File: src/rtl/exec_ctrl.sv
// exec_ctrl: multi-cycle RV32I control FSM sequencing fetch, execute, memory and writeback.
module exec_ctrl (
  input  logic        clk,
  input  logic        rst,
  output logic        ifu_req_o,
  input  logic        ifu_ack_i,
  input  logic [31:0] ifu_inst_i,
  output logic        lsu_req_o,
  output logic        lsu_wen_o,
  input  logic        lsu_ack_i,
  output logic        alu_asel_o,
  output logic        alu_bsel_o,
  output logic [3:0]  alu_op_o,
  output logic        alu_signed_o,
  input  logic [31:0] alu_result_i,
  output logic [2:0]  imm_sel_o,
  output logic [31:0] inst_o,
  output logic        rf_we_o,
  output logic [1:0]  rf_wsel_o,
  output logic        pc_we_o,
  output logic [1:0]  pc_sel_o,
  output logic        halt_o,
  output logic        illegal_o,
  output logic [31:0] instret_o
);
  localparam logic [3:0] ADD = 4'd0, SUB = 4'd1, AND = 4'd2, OR = 4'd3, XOR = 4'd4,
                         SHL = 4'd5, SHR = 4'd6, SLT = 4'd7, PASS = 4'd8;
  localparam logic [2:0] IMM_I = 3'd0, IMM_S = 3'd1, IMM_B = 3'd2, IMM_U = 3'd3, IMM_J = 3'd4;
  typedef enum logic [2:0] {IDLE, FETCH, EXEC, MEM, WB, HALT} state_t;
  state_t      state_q, state_d;
  logic [31:0] inst_q, instret_q;
  logic [6:0]  opc, f7;
  logic [2:0]  f3;
  logic [4:0]  rd;
  logic        asel, bsel, sgn, legal, wr, mem, st, brk, br, jal, jalr, taken, act;
  logic [3:0]  op;
  logic [2:0]  imm;
  logic [1:0]  wsel;
  assign opc = inst_q[6:0];
  assign rd  = inst_q[11:7];
  assign f3  = inst_q[14:12];
  assign f7  = inst_q[31:25];
  always_comb begin
    asel  = 1'b0;
    bsel  = 1'b0;
    op    = ADD;
    sgn   = 1'b0;
    imm   = IMM_I;
    legal = 1'b0;
    wr    = 1'b0;
    wsel  = 2'd0;
    mem   = 1'b0;
    st    = 1'b0;
    brk   = 1'b0;
    br    = 1'b0;
    jal   = 1'b0;
    jalr  = 1'b0;
    case (opc)
      7'b0110111: begin legal = 1'b1; bsel = 1'b1; op = PASS; imm = IMM_U; wr = 1'b1; end
      7'b0010111: begin legal = 1'b1; asel = 1'b1; bsel = 1'b1; imm = IMM_U; wr = 1'b1; end
      7'b1101111: begin legal = 1'b1; asel = 1'b1; bsel = 1'b1; imm = IMM_J; wr = 1'b1; wsel = 2'd2; jal = 1'b1; end
      7'b1100111: begin legal = f3 == 3'b000; bsel = 1'b1; wr = 1'b1; wsel = 2'd2; jalr = 1'b1; end
      7'b1100011: begin
        legal = f3[2:1] != 2'b01;
        br    = 1'b1;
        imm   = IMM_B;
        op    = f3[2] ? SLT : SUB;
        sgn   = f3[2] & ~f3[1];
      end
      7'b0000011: begin legal = f3 != 3'b011 && f3[2:1] != 2'b11; mem = 1'b1; bsel = 1'b1; wr = 1'b1; wsel = 2'd1; end
      7'b0100011: begin legal = f3 < 3'd3; mem = 1'b1; st = 1'b1; bsel = 1'b1; imm = IMM_S; end
      7'b0010011, 7'b0110011: begin
        bsel  = ~opc[5];
        wr    = 1'b1;
        sgn   = f3 == 3'b010 || (f3 == 3'b101 && f7[5]);
        // register-register ops only accept the base and alternate (SUB/SRA) funct7 encodings
        legal = opc[5] ? (f7 == 7'h00 || (f7 == 7'h20 && (f3 == 3'b000 || f3 == 3'b101)))
              : f3 == 3'b001 ? f7 == 7'h00
              : f3 == 3'b101 ? (f7 == 7'h00 || f7 == 7'h20) : 1'b1;
        case (f3)
          3'b000:         op = (opc[5] && f7[5]) ? SUB : ADD;
          3'b001:         op = SHL;
          3'b010, 3'b011: op = SLT;
          3'b100:         op = XOR;
          3'b101:         op = SHR;
          3'b110:         op = OR;
          default:        op = AND;
        endcase
      end
      7'b1110011: begin brk = inst_q == 32'h0010_0073; legal = brk; end
      default: ;
    endcase
  end
  assign taken = f3[2] ? (alu_result_i[0] ^ f3[0]) : ((alu_result_i == 32'd0) ^ f3[0]);
  always_comb begin
    state_d = state_q;
    case (state_q)
      IDLE:    state_d = FETCH;
      FETCH:   state_d = ifu_ack_i ? EXEC : FETCH;
      EXEC:    state_d = (brk || !legal) ? HALT : mem ? MEM : WB;
      MEM:     state_d = lsu_ack_i ? WB : MEM;
      WB:      state_d = FETCH;
      default: state_d = HALT;
    endcase
  end
  always_ff @(posedge clk) begin
    if (rst) begin
      state_q   <= IDLE;
      inst_q    <= '0;
      instret_q <= '0;
      ifu_req_o <= 1'b0;
      lsu_req_o <= 1'b0;
      lsu_wen_o <= 1'b0;
      pc_we_o   <= 1'b0;
      rf_we_o   <= 1'b0;
      rf_wsel_o <= 2'd0;
      pc_sel_o  <= 2'd0;
      halt_o    <= 1'b0;
      illegal_o <= 1'b0;
    end else begin
      state_q   <= state_d;
      if (state_q == FETCH && ifu_ack_i) inst_q <= ifu_inst_i;
      if (state_q == WB) instret_q <= instret_q + 32'd1;
      ifu_req_o <= state_d == FETCH;
      lsu_req_o <= state_d == MEM;
      lsu_wen_o <= state_d == MEM && st;
      pc_we_o   <= state_d == WB;
      rf_we_o   <= state_d == WB && wr && rd != 5'd0;
      rf_wsel_o <= state_d == WB ? wsel : 2'd0;
      // branch outcome is taken from the ALU result seen in EXEC, on the way into WB
      pc_sel_o  <= state_d != WB ? 2'd0 : jalr ? 2'd2 : (jal || (br && taken)) ? 2'd1 : 2'd0;
      halt_o    <= state_d == HALT;
      illegal_o <= state_d == HALT && !legal;
    end
  end
  assign act          = state_q == EXEC || state_q == MEM || state_q == WB;
  assign alu_asel_o   = act & asel;
  assign alu_bsel_o   = act & bsel;
  assign alu_op_o     = act ? op : 4'd0;
  assign alu_signed_o = act & sgn;
  assign imm_sel_o    = act ? imm : 3'd0;
  assign inst_o       = inst_q;
  assign instret_o    = instret_q;
endmodule

File: config.mk
export PLATFORM = sky130hd
export DESIGN_NAME = exec_ctrl
export DESIGN_NICKNAME = d
export VERILOG_FILES = /design/src/rtl/exec_ctrl.sv
export SDC_FILE = /design/constraint.sdc
export NUM_CORES = 1
export LEC_CHECK = 0
export BUFFER_PORTS_ARGS = -buffer_cell sky130_fd_sc_hd__buf_2
export CORE_MARGIN = 10
export CORE_UTILIZATION = 41
export DETAILED_ROUTE_END_ITERATION = 7
export PLACE_DENSITY_LB_ADDON = 0.08
export SYNTH_ARGS = -nofsm -noshare
export SYNTH_HDL_FRONTEND = slang
export SYNTH_SLANG_ARGS = --single-unit
File: constraint.sdc
create_clock -name clk -period 6.28 [get_ports clk]
set_input_delay 0.628 -clock clk [delete_from_list [all_inputs] [get_ports clk]]
set_output_delay 0.628 -clock clk [all_outputs]
set_load 0.01 [all_outputs]
==> results of run 1 <==
cell usage after synthesis (2+ instances only):
master / count / share of area, %
dfxtp_1: 78 / 43
nand2_1: 78 / 8.1
a21oi_1: 49 / 6.8
nor2_1: 49 / 5.1
clkbuf_1: 24 / 2.5
xor2_1: 22 / 5.3
nand4_1: 16 / 2.8
nand3_1: 13 / 1.8
and3_1: 11 / 1.9
nor4_1: 10 / 1.7
inv_1: 7 / 0.72
nand2b_1: 6 / 1.0
o21ai_0: 6 / 0.83
or3_1: 6 / 1.0
xnor2_1: 6 / 1.4
a211oi_1: 4 / 0.83
buf_4: 4 / 0.83
nor3_1: 4 / 0.55
a211o_1: 3 / 0.72
and2_1: 3 / 0.52
and4_1: 3 / 0.72
o22ai_1: 3 / 0.52
o31a_1: 3 / 0.72
a21boi_0: 2 / 0.41
a311oi_1: 2 / 0.48
a31oi_1: 2 / 0.34
buf_2: 2 / 0.28
nand3b_1: 2 / 0.41
nor2b_1: 2 / 0.34
o21a_1: 2 / 0.41
or4_4: 2 / 0.62
sequential cells by signal, indices dropped and copies added, names as in the netlist:
| register | cells |
|---|---|
| halt_o | 1 |
| ifu_req_o | 1 |
| illegal_o | 1 |
| inst_o | 32 |
| instret_o | 32 |
| lsu_req_o | 1 |
| lsu_wen_o | 1 |
| pc_sel_o | 2 |
| pc_we_o | 1 |
| rf_we_o | 1 |
| rf_wsel_o | 2 |
| state_q | 3 |
critical path, stage by stage (launching register included):
cell	delay [ps]
dfxtp_1	400
nand4bb_1	300
nor2_1	420
a31oi_1	170
o31a_1	260
nor2_1	100
buf_2	150
layer usage:
metal  routed length [um]  global-route usage, %  up-vias  part of all wire [%]
met3                  879                   5.61        8                   7.9
met5                    0                      0        -                     0
met1                 4990                   20.6     1646                    45
li1                     -                      -     1837                     -
met2                 5190                   26.6      105                    47
met4                   95                   4.76        0                  0.85
through the flow:
stage / std cells / utilization [%] / power (W) / area [um2] / setup slack [ps]
CTS: 697 / 53.5 / 0.00107 / 4640 / 3520
global placement: 682 / 51.0 / 0.000643 / 4420 / 4000
finish: 697 / 53.5 / 0.00106 / 4640 / 3500
detailed placement: 682 / 51.0 / 0.000645 / 4420 / 3920
global route: 697 / 53.5 / 0.00111 / 4640 / 3310
floorplan: 449 / - / 0.000596 / 3630 / 4110
worst max-delay path by stage:
| stage | from | end | slack [ps] | cells after the start |
|---|---|---|---|---|
| floorplan | inst_o[2]$_SDFFE_PP0P_ | alu_signed_o | 4110 | 6 |
| global placement | state_q[2]$_SDFF_PP0_ | alu_op_o[1] | 4000 | 6 |
| detailed placement | state_q[2]$_SDFF_PP0_ | alu_op_o[1] | 3920 | 6 |
| CTS | state_q[2]$_SDFF_PP0_ | alu_op_o[1] | 3520 | 6 |
| global route | inst_o[2]$_SDFFE_PP0P_ | alu_signed_o | 3310 | 6 |
| finish | inst_o[2]$_SDFFE_PP0P_ | alu_signed_o | 3500 | 6 |
report_power, final:
group	switching (W)	total (W)	internal (W)
clock network	0.000193	0.000428	0.000234
registers	0.0000179	0.000526	0.000508
logic	0.0000607	0.000107	0.0000458
total	0.000272	0.00106	0.000788
cell type report:
class	instances	area, um2	share of cell area [%]
clock buffers	10	138	2.96
clock inverters	5	82.6	1.78
inverters	7	26.3	0.566
multi-input cells	334	1920	41.3
flip-flops and latches	78	1560	33.6
well taps	108	135	2.91
repair buffers	155	783	16.9
layout by cell type, fill, tap and decap left out, types with 3 or more instances in the layout:
cell type / count
xor2_1: 22
nand4_1: 16
nor2_1: 48
buf_2: 152
dfxtp_1: 78
o21ai_0: 6
o22ai_1: 3
xnor2_1: 6
nor3_1: 4
buf_4: 3
and4_1: 3
nand3_1: 13
inv_1: 7
and2_1: 3
a211oi_1: 4
clkbuf_8: 10
nand2_1: 78
nand2b_1: 6
or3_1: 6
a21oi_1: 49
a211o_1: 3
and3_1: 11
nor4_1: 10
o31a_1: 3
cell families (layout without fill, tap and decap cells):
logic type,count (synthesis),count (layout),share of synthesized area (%)
AND/OR/NAND/NOR,219,219,30.7
buffers and inverters,37,177,4.31
adder cells (fa/ha/maj),1,1,0.345
flip-flops,78,78,43.0
multiplexers,1,1,0.276
XOR/XNOR,28,28,6.75
AO/OA/AOI/OAI,85,85,14.6
==> impl_metrics.tcl, run 1 <==
set metrics [dict create \
    synth_edf_count 0 \
    vias_per_cell 5.16 \
    postCtsSetupBuffers 0 \
    tns_ps 0 \
    ys_seq_area_share_pct 43.0 \
    start_util_pct 41.8 \
    detail-route-antenna-nets 0 \
    dieArea_um2 13000 \
    nFillCells 919 \
    drc 0 \
    synthArstFlopShare_pct 0 \
    synth_nets 518 \
    worstSkewPairLatency_ps 350 \
    clk_pin_slew_ps 90 \
    hp-start "inst_o[29]$_SDFFE_PP0P_" \
    r2r-start "state_q[2]$_SDFF_PP0_" \
    core_area_um2 8680 \
    drv_slew 0 \
    cts_hold_buf 0 \
    pwr_density_cell_nw_per_um2 228 \
    area_growth_pct 27.8 \
    fin_worst_skew_ps 11.7 \
    worstHoldPathCells 2 \
    path_class "register to primary output" \
    hold_path_class "register to register" \
    hold_violations 0 \
    fin_nets 654 \
    routed_wl_um 11200 \
    crit_arrival_ps 2150 \
    root_buffer "clkbuf_8" \
    synthFlopType "dfxtp_1" \
    start_kind "register" \
    ys_warn_count 0 \
    cts_buffers 9 \
    gp_congestion 0.870 \
    grt_pass1_vias 3616 \
    grt_first_pass_wirelength_um 18100 \
    setup_viol 0 \
    r2r_cells 5 \
    overflow 0 \
    synthCells 449 \
    cts_resized 0 \
    cts_tree "done" \
    hpwl_um 8380 \
    io_buffer_count 152 \
    dieWidth_um 114 \
    r2r-end "instret_o[30]$_SDFFE_PP0P_" \
    period_needed_ps 2780 \
    syn_area_um2 3630 \
    fp-row-count 34 \
    grt.total_usage_pct 16.6 \
    initialDrtViolationCount 197 \
    hold_end "inst_o[29]$_SDFFE_PP0P_" \
    detail_route.wl_per_cell_um 16.0 \
    diodes 0 \
    clkSinkCount 78 \
    htreeDepth 3 \
    yosysUniqueCellTypes 56 \
    syn_area_per_cell_um2 8.09 \
    firstDrtPassIters 4 \
    ys_seq_elements 78 \
    timing.final.crit_share_pct 44.2 \
    status "finished, final reports clean" \
    vias 3596 \
    antenna_found_initial 0 \
    num_io_pins 153 \
    drive_gt1_share_pct 31.1 \
    vdd_drop_max_v 0.000107 \
    drv_cap 0 \
    power_leakage_nw 2.03 \
    rsz0062_at_grt "no" \
    critPathMaxFanout 10 \
    required_ps 5650 \
    worst_pin_slew_ps 806 \
    relSlewSlack_pct 45.9 \
    cts_max_path_buffers 2 \
    fin_hold_ws_ps 472 \
    fmax_mhz 360 \
    grt_max_degree 71 \
    end_kind "primary output" \
    r2r_slack_ps 3970 \
    die_h_um 114 \
]
Note: power is estimated with default switching activity, not from simulation.
==> run 2: changes to the inputs <==
Clock period 6.28 ns to 2.4 ns, I/O delays scaled along.
==> run 2 against run 1 <==
Effect of this change:
- flip-flop and latch count is the same
- total power grew 150%
- cell count grew 1.0%
- wire length grew 0.13%
- critical endpoint is now rf_wsel_o[0]$_SDFF_PP0_
- largest power group unchanged
==> impl_metrics.tcl, run 2 (synthesis results as in run 1) <==
set metrics [dict create \
    grt_first_pass_wirelength_um 17700 \
    end_kind "register" \
    met1_usage_pct 20.6 \
    initialDrtViolationCount 167 \
    vias 3634 \
    diodes 0 \
    grt.total_usage_pct 16.3 \
    hpwl_um 8480 \
    area_growth_pct 29.3 \
    clk_pin_slew_ps 90 \
    drc 0 \
    htreeDepth 3 \
    num_io_pins 153 \
    drv_cap 0 \
    worst_pin_slew_ps 821 \
    critPathSlowestCell "or4_4" \
    relSlewSlack_pct 45.0 \
    postCtsSetupBuffers 0 \
    required_ps 2650 \
    gr-usage-met2_pct 25.3 \
    cts_buffers 9 \
    cts_resized 0 \
    antenna_found_initial 0 \
    routed_wl_um 11200 \
    detail-route-antenna-nets 0 \
    dp_cells 688 \
    clkSinkCount 78 \
    total_power_w 0.00264 \
    vias_per_cell 5.16 \
    setup_viol 0 \
    start_kind "register" \
    status "finished, final reports clean" \
    critPathMaxFanout 7 \
    die_h_um 114 \
    root_buffer "clkbuf_8" \
    timing.final.crit_share_pct 93.2 \
    post-place-ws_ps 172 \
    utilization_pct 54.1 \
    final_cell_mix "152 x buf_2, 78 x nand2_1, 77 x dfxtp_1" \
    dieWidth_um 114 \
    grt_pass1_vias 3544 \
    top_usage_layer "met2" \
    path_common_cell "or4_4" \
    firstDrtPassIters 4 \
    tns_ps 0 \
    gp_congestion 0.851 \
    io_buffer_count 152 \
    path_cells "or4_4, or4_4, o22ai_1, a211oi_1, nor4_1" \
    vdd_drop_max_v 0.000346 \
    final_common_cell "buf_2" \
    stdcell_count 704 \
    fp-row-count 34 \
    drive_gt1_share_pct 32.4 \
    dieArea_um2 13000 \
    use_met3_pct 5.87 \
    core_area_um2 8680 \
    fin_nets 660 \
    worstSkewPairLatency_ps 360 \
    period_needed_ps 2240 \
    start_util_pct 41.8 \
    drv_slew 0 \
    cts_hold_buf 0 \
    cts_tree "done" \
    setup_ws_ps 164 \
    cts_max_path_buffers 2 \
    path_class "register to register" \
    fmax_mhz 447 \
    hold_path_class "input port to register" \
    pwr_density_cell_nw_per_um2 562 \
    power_leakage_nw 2.05 \
    detail_route.wl_per_cell_um 15.9 \
    crit_arrival_ps 2490 \
    hold_violations 0 \
    rsz0062_at_grt "no" \
    slowest_delay_ps 540 \
    overflow 0 \
    fin_worst_skew_ps 13.7 \
    grt_max_degree 41 \
]
## run 2: changes by cell type in the layout (fill, tap and decap cells not counted), sizes merged
| cell | delta |
|---|---|
| clkinv | +1 |
| bufinv | -1 |
| inv | -1 |
| buf | +6 |
| clkinvlp | +1 |
| clkbuf | +1 |
## run 2: path summary, 6_finish.rpt
| check | startpoint | slack [ps] | cells past startpoint | end |
|---|---|---|---|---|
| worst max-delay path | inst_o[8]$_SDFFE_PP0P_ | 160 | 5 | rf_wsel_o[0]$_SDFF_PP0_ |
| worst min-delay path | ifu_inst_i[4] | 110 | 3 | inst_o[4]$_SDFFE_PP0P_ |
| worst max register to register | inst_o[8]$_SDFFE_PP0P_ | 160 | 5 | rf_wsel_o[0]$_SDFF_PP0_ |
| worst min register to register | inst_o[16]$_SDFFE_PP0P_ | 470 | 2 | inst_o[16]$_SDFFE_PP0P_ |
## run 2: routing by layer
| layer | vias to the layer above | share of wire, % |
|---|---|---|
| li1 | 1854 | - |
| met1 | 1670 | 45 |
| met2 | 100 | 46 |
| met3 | 10 | 7.6 |
| met4 | 0 | 1.1 |
| met5 | - | 0 |
## run 2: area by class of cell
| type | instances | area [um2] |
|---|---|---|
| Clock buffer | 11 | 131 |
| Clock inverter | 5 | 60.1 |
| Fill cell | 882 | 3980 |
| Inverter | 7 | 26.3 |
| Multi-Input combinational cell | 334 | 1950 |
| Sequential cell | 78 | 1560 |
| Tap cell | 108 | 135 |
| Timing Repair Buffer | 161 | 828 |
## run 2: worst max-delay path: cells and delay by family (launching register included)
family,cells,cell delay [ps]
flops,1,330
compound gates,2,450
simple gates,3,1350
## run 2: report_power, final
part           total (W)  internal, W  switching [W]
Sequential       0.00137      0.00133      0.0000445
Combinational   0.000291     0.000126       0.000165
Clock           0.000975     0.000483       0.000492
## run 2: stage by stage
stage / hold slack (ps) / cell area (um2)
floorplan: 376 / 3630
global placement: 455 / 4470
detailed placement: 459 / 4470
CTS: 101 / 4660
global route: 105 / 4700
finish: 109 / 4700
==> run 3: changes to the inputs <==
==> constraint.sdc (replaced) <==
create_clock -name clk -period 2.4 [get_ports clk]
set_input_delay 0.12 -clock clk [delete_from_list [all_inputs] [get_ports clk]]
set_output_delay 0.12 -clock clk [all_outputs]
set_load 0.01 [all_outputs]
==> run 3 against run 2 <==
Effect of this change:
- clock skew is 5.1 ps lower
- first-iteration DRC count is 8.4% higher
- die area stayed put
- via count is 1.5% higher
- sequential power hardly changed
- core utilization is 2.8 points higher
- total power is 9.0% higher
- critical endpoint is now pc_sel_o[1]$_SDFF_PP0_
==> impl_metrics.tcl, run 3 (synthesis results as in run 1) <==
set metrics [dict create \
    hold_violations 0 \
    worst_pin_slew_ps 747 \
    num_io_pins 153 \
    firstDrtPassIters 4 \
    core_area_um2 8680 \
    timing.final.crit_share_pct 94.0 \
    critPathLaunch "inst_o[8]$_SDFFE_PP0P_" \
    antenna_found_initial 0 \
    drv_slew 0 \
    hold_path_class "input port to register" \
    critPathMaxFanout 7 \
    grt_max_degree 41 \
    clk_pin_slew_ps 80 \
    grt.total_usage_pct 17.1 \
    final_common_cell "buf_2" \
    hold_end "inst_o[0]$_SDFFE_PP0P_" \
    dieWidth_um 114 \
    cts_buffers 9 \
    htreeDepth 3 \
    end_kind "register" \
    fin_nets 682 \
    diodes 0 \
    r2r_slack_ps 140 \
    start_kind "register" \
    status "finished, final reports clean" \
    drc 0 \
    worstSkewPairLatency_ps 350 \
    crit_arrival_ps 2510 \
    tns_ps 0 \
    pwr_density_cell_nw_per_um2 583 \
    area_growth_pct 36.0 \
    fp-row-count 34 \
    io_buffer_count 152 \
    cts_tree "done" \
    initialDrtViolationCount 181 \
    grt_pass1_vias 3663 \
    routed_wl_um 11500 \
    grt_first_pass_wirelength_um 18300 \
    vdd_drop_max_v 0.000374 \
    relSlewSlack_pct 49.8 \
    path_class "register to register" \
    total_power_w 0.00288 \
    final_cell_mix "152 x buf_2, 78 x nand2_1, 78 x dfxtp_1" \
    drv_cap 0 \
    hpwl_um 8560 \
    postCtsSetupBuffers 0 \
    detail-route-antenna-nets 0 \
    r2r_cells 5 \
    worstHoldPathCells 3 \
    start_util_pct 41.8 \
    vias 3688 \
    root_buffer "clkbuf_8" \
    overflow 0 \
    fin_worst_skew_ps 8.61 \
    detail_route.wl_per_cell_um 15.8 \
    fmax_mhz 443 \
    gp_congestion 0.848 \
    power_leakage_nw 2.16 \
    die_h_um 114 \
    clkSinkCount 78 \
    dieArea_um2 13000 \
    vias_per_cell 5.08 \
    required_ps 2660 \
    r2r-start "inst_o[8]$_SDFFE_PP0P_" \
    hp-start "ifu_inst_i[0]" \
    period_needed_ps 2260 \
    fin_hold_ws_ps 14.5 \
    rsz0062_at_grt "no" \
    r2r-end "pc_sel_o[1]$_SDFF_PP0_" \
    drive_gt1_share_pct 30.6 \
    cts_max_path_buffers 2 \
    setup_viol 0 \
]
## run 3: changes by cell type in the layout (fill, tap and decap cells not counted), moves of 2 or more
cell / before / now
nor2_4: 2 / 0
dlygate4sd3_1: 0 / 23
nor2_2: 1 / 3
bufinv_16: 1 / 3
clkinv_4: 2 / 0
## run 3: stage by stage
stage | setup WS, ps | cells | instance area [um2] | util (%)
finish | 144 | 726 | 4940 | 56.9
global route | 41.1 | 726 | 4940 | 56.9
CTS | 154 | 726 | 4930 | 56.8
detailed placement | 215 | 687 | 4460 | 51.4
global placement | 251 | 687 | 4460 | 51.4
floorplan | 266 | 449 | 3630 | -
## run 3: layout make-up
type / count / area, um2
well taps: 108 / 135
clock inverters: 5 / 106
clock buffers: 11 / 131
inverters: 7 / 26.3
fillers: 866 / 3740
multi-input cells: 334 / 1930
repair buffers: 183 / 1050
flip-flops and latches: 78 / 1560
## run 3: what timing repair did
| item | in CTS | in global routing |
|---|---|---|
| resized for setup | 0 | 3 |
| hold endpoints to repair | 23 | 0 |
| endpoints found under the setup margin | 0 | 3 |
| hold buffers | 23 | 0 |
## run 3: how the worst max path moves through the flow
stage / end / slack, ps / cells after the start
after floorplan: lsu_wen_o$_SDFF_PP0_ / 270 / 5
after global placement: rf_wsel_o[0]$_SDFF_PP0_ / 250 / 5
after detailed placement: pc_sel_o[1]$_SDFF_PP0_ / 220 / 5
after CTS: alu_op_o[2] / 150 / 5
after global routing: pc_sel_o[1]$_SDFF_PP0_ / 40 / 5
final: pc_sel_o[1]$_SDFF_PP0_ / 140 / 5
## run 3: power breakdown
group,internal [W],total [W],switching (W)
registers,0.00133,0.00137,0.0000436
clock network,0.000696,0.00119,0.000490
logic,0.000149,0.000320,0.000171
## run 3: critical path, cell delays in order (launching register included)
cell and delay (ps):
dfxtp_1 330, or4_4 530, or4_4 540, o22ai_1 260, a211oi_1 230, nor4_1 260
## run 3: metal layers
layer	vias up	track usage [%]	routed length [um]
li1	1895	-	-
met1	1686	20.6	4980
met2	103	28.0	5530
met3	4	5.92	880
met4	0	5.10	64
met5	-	0	0
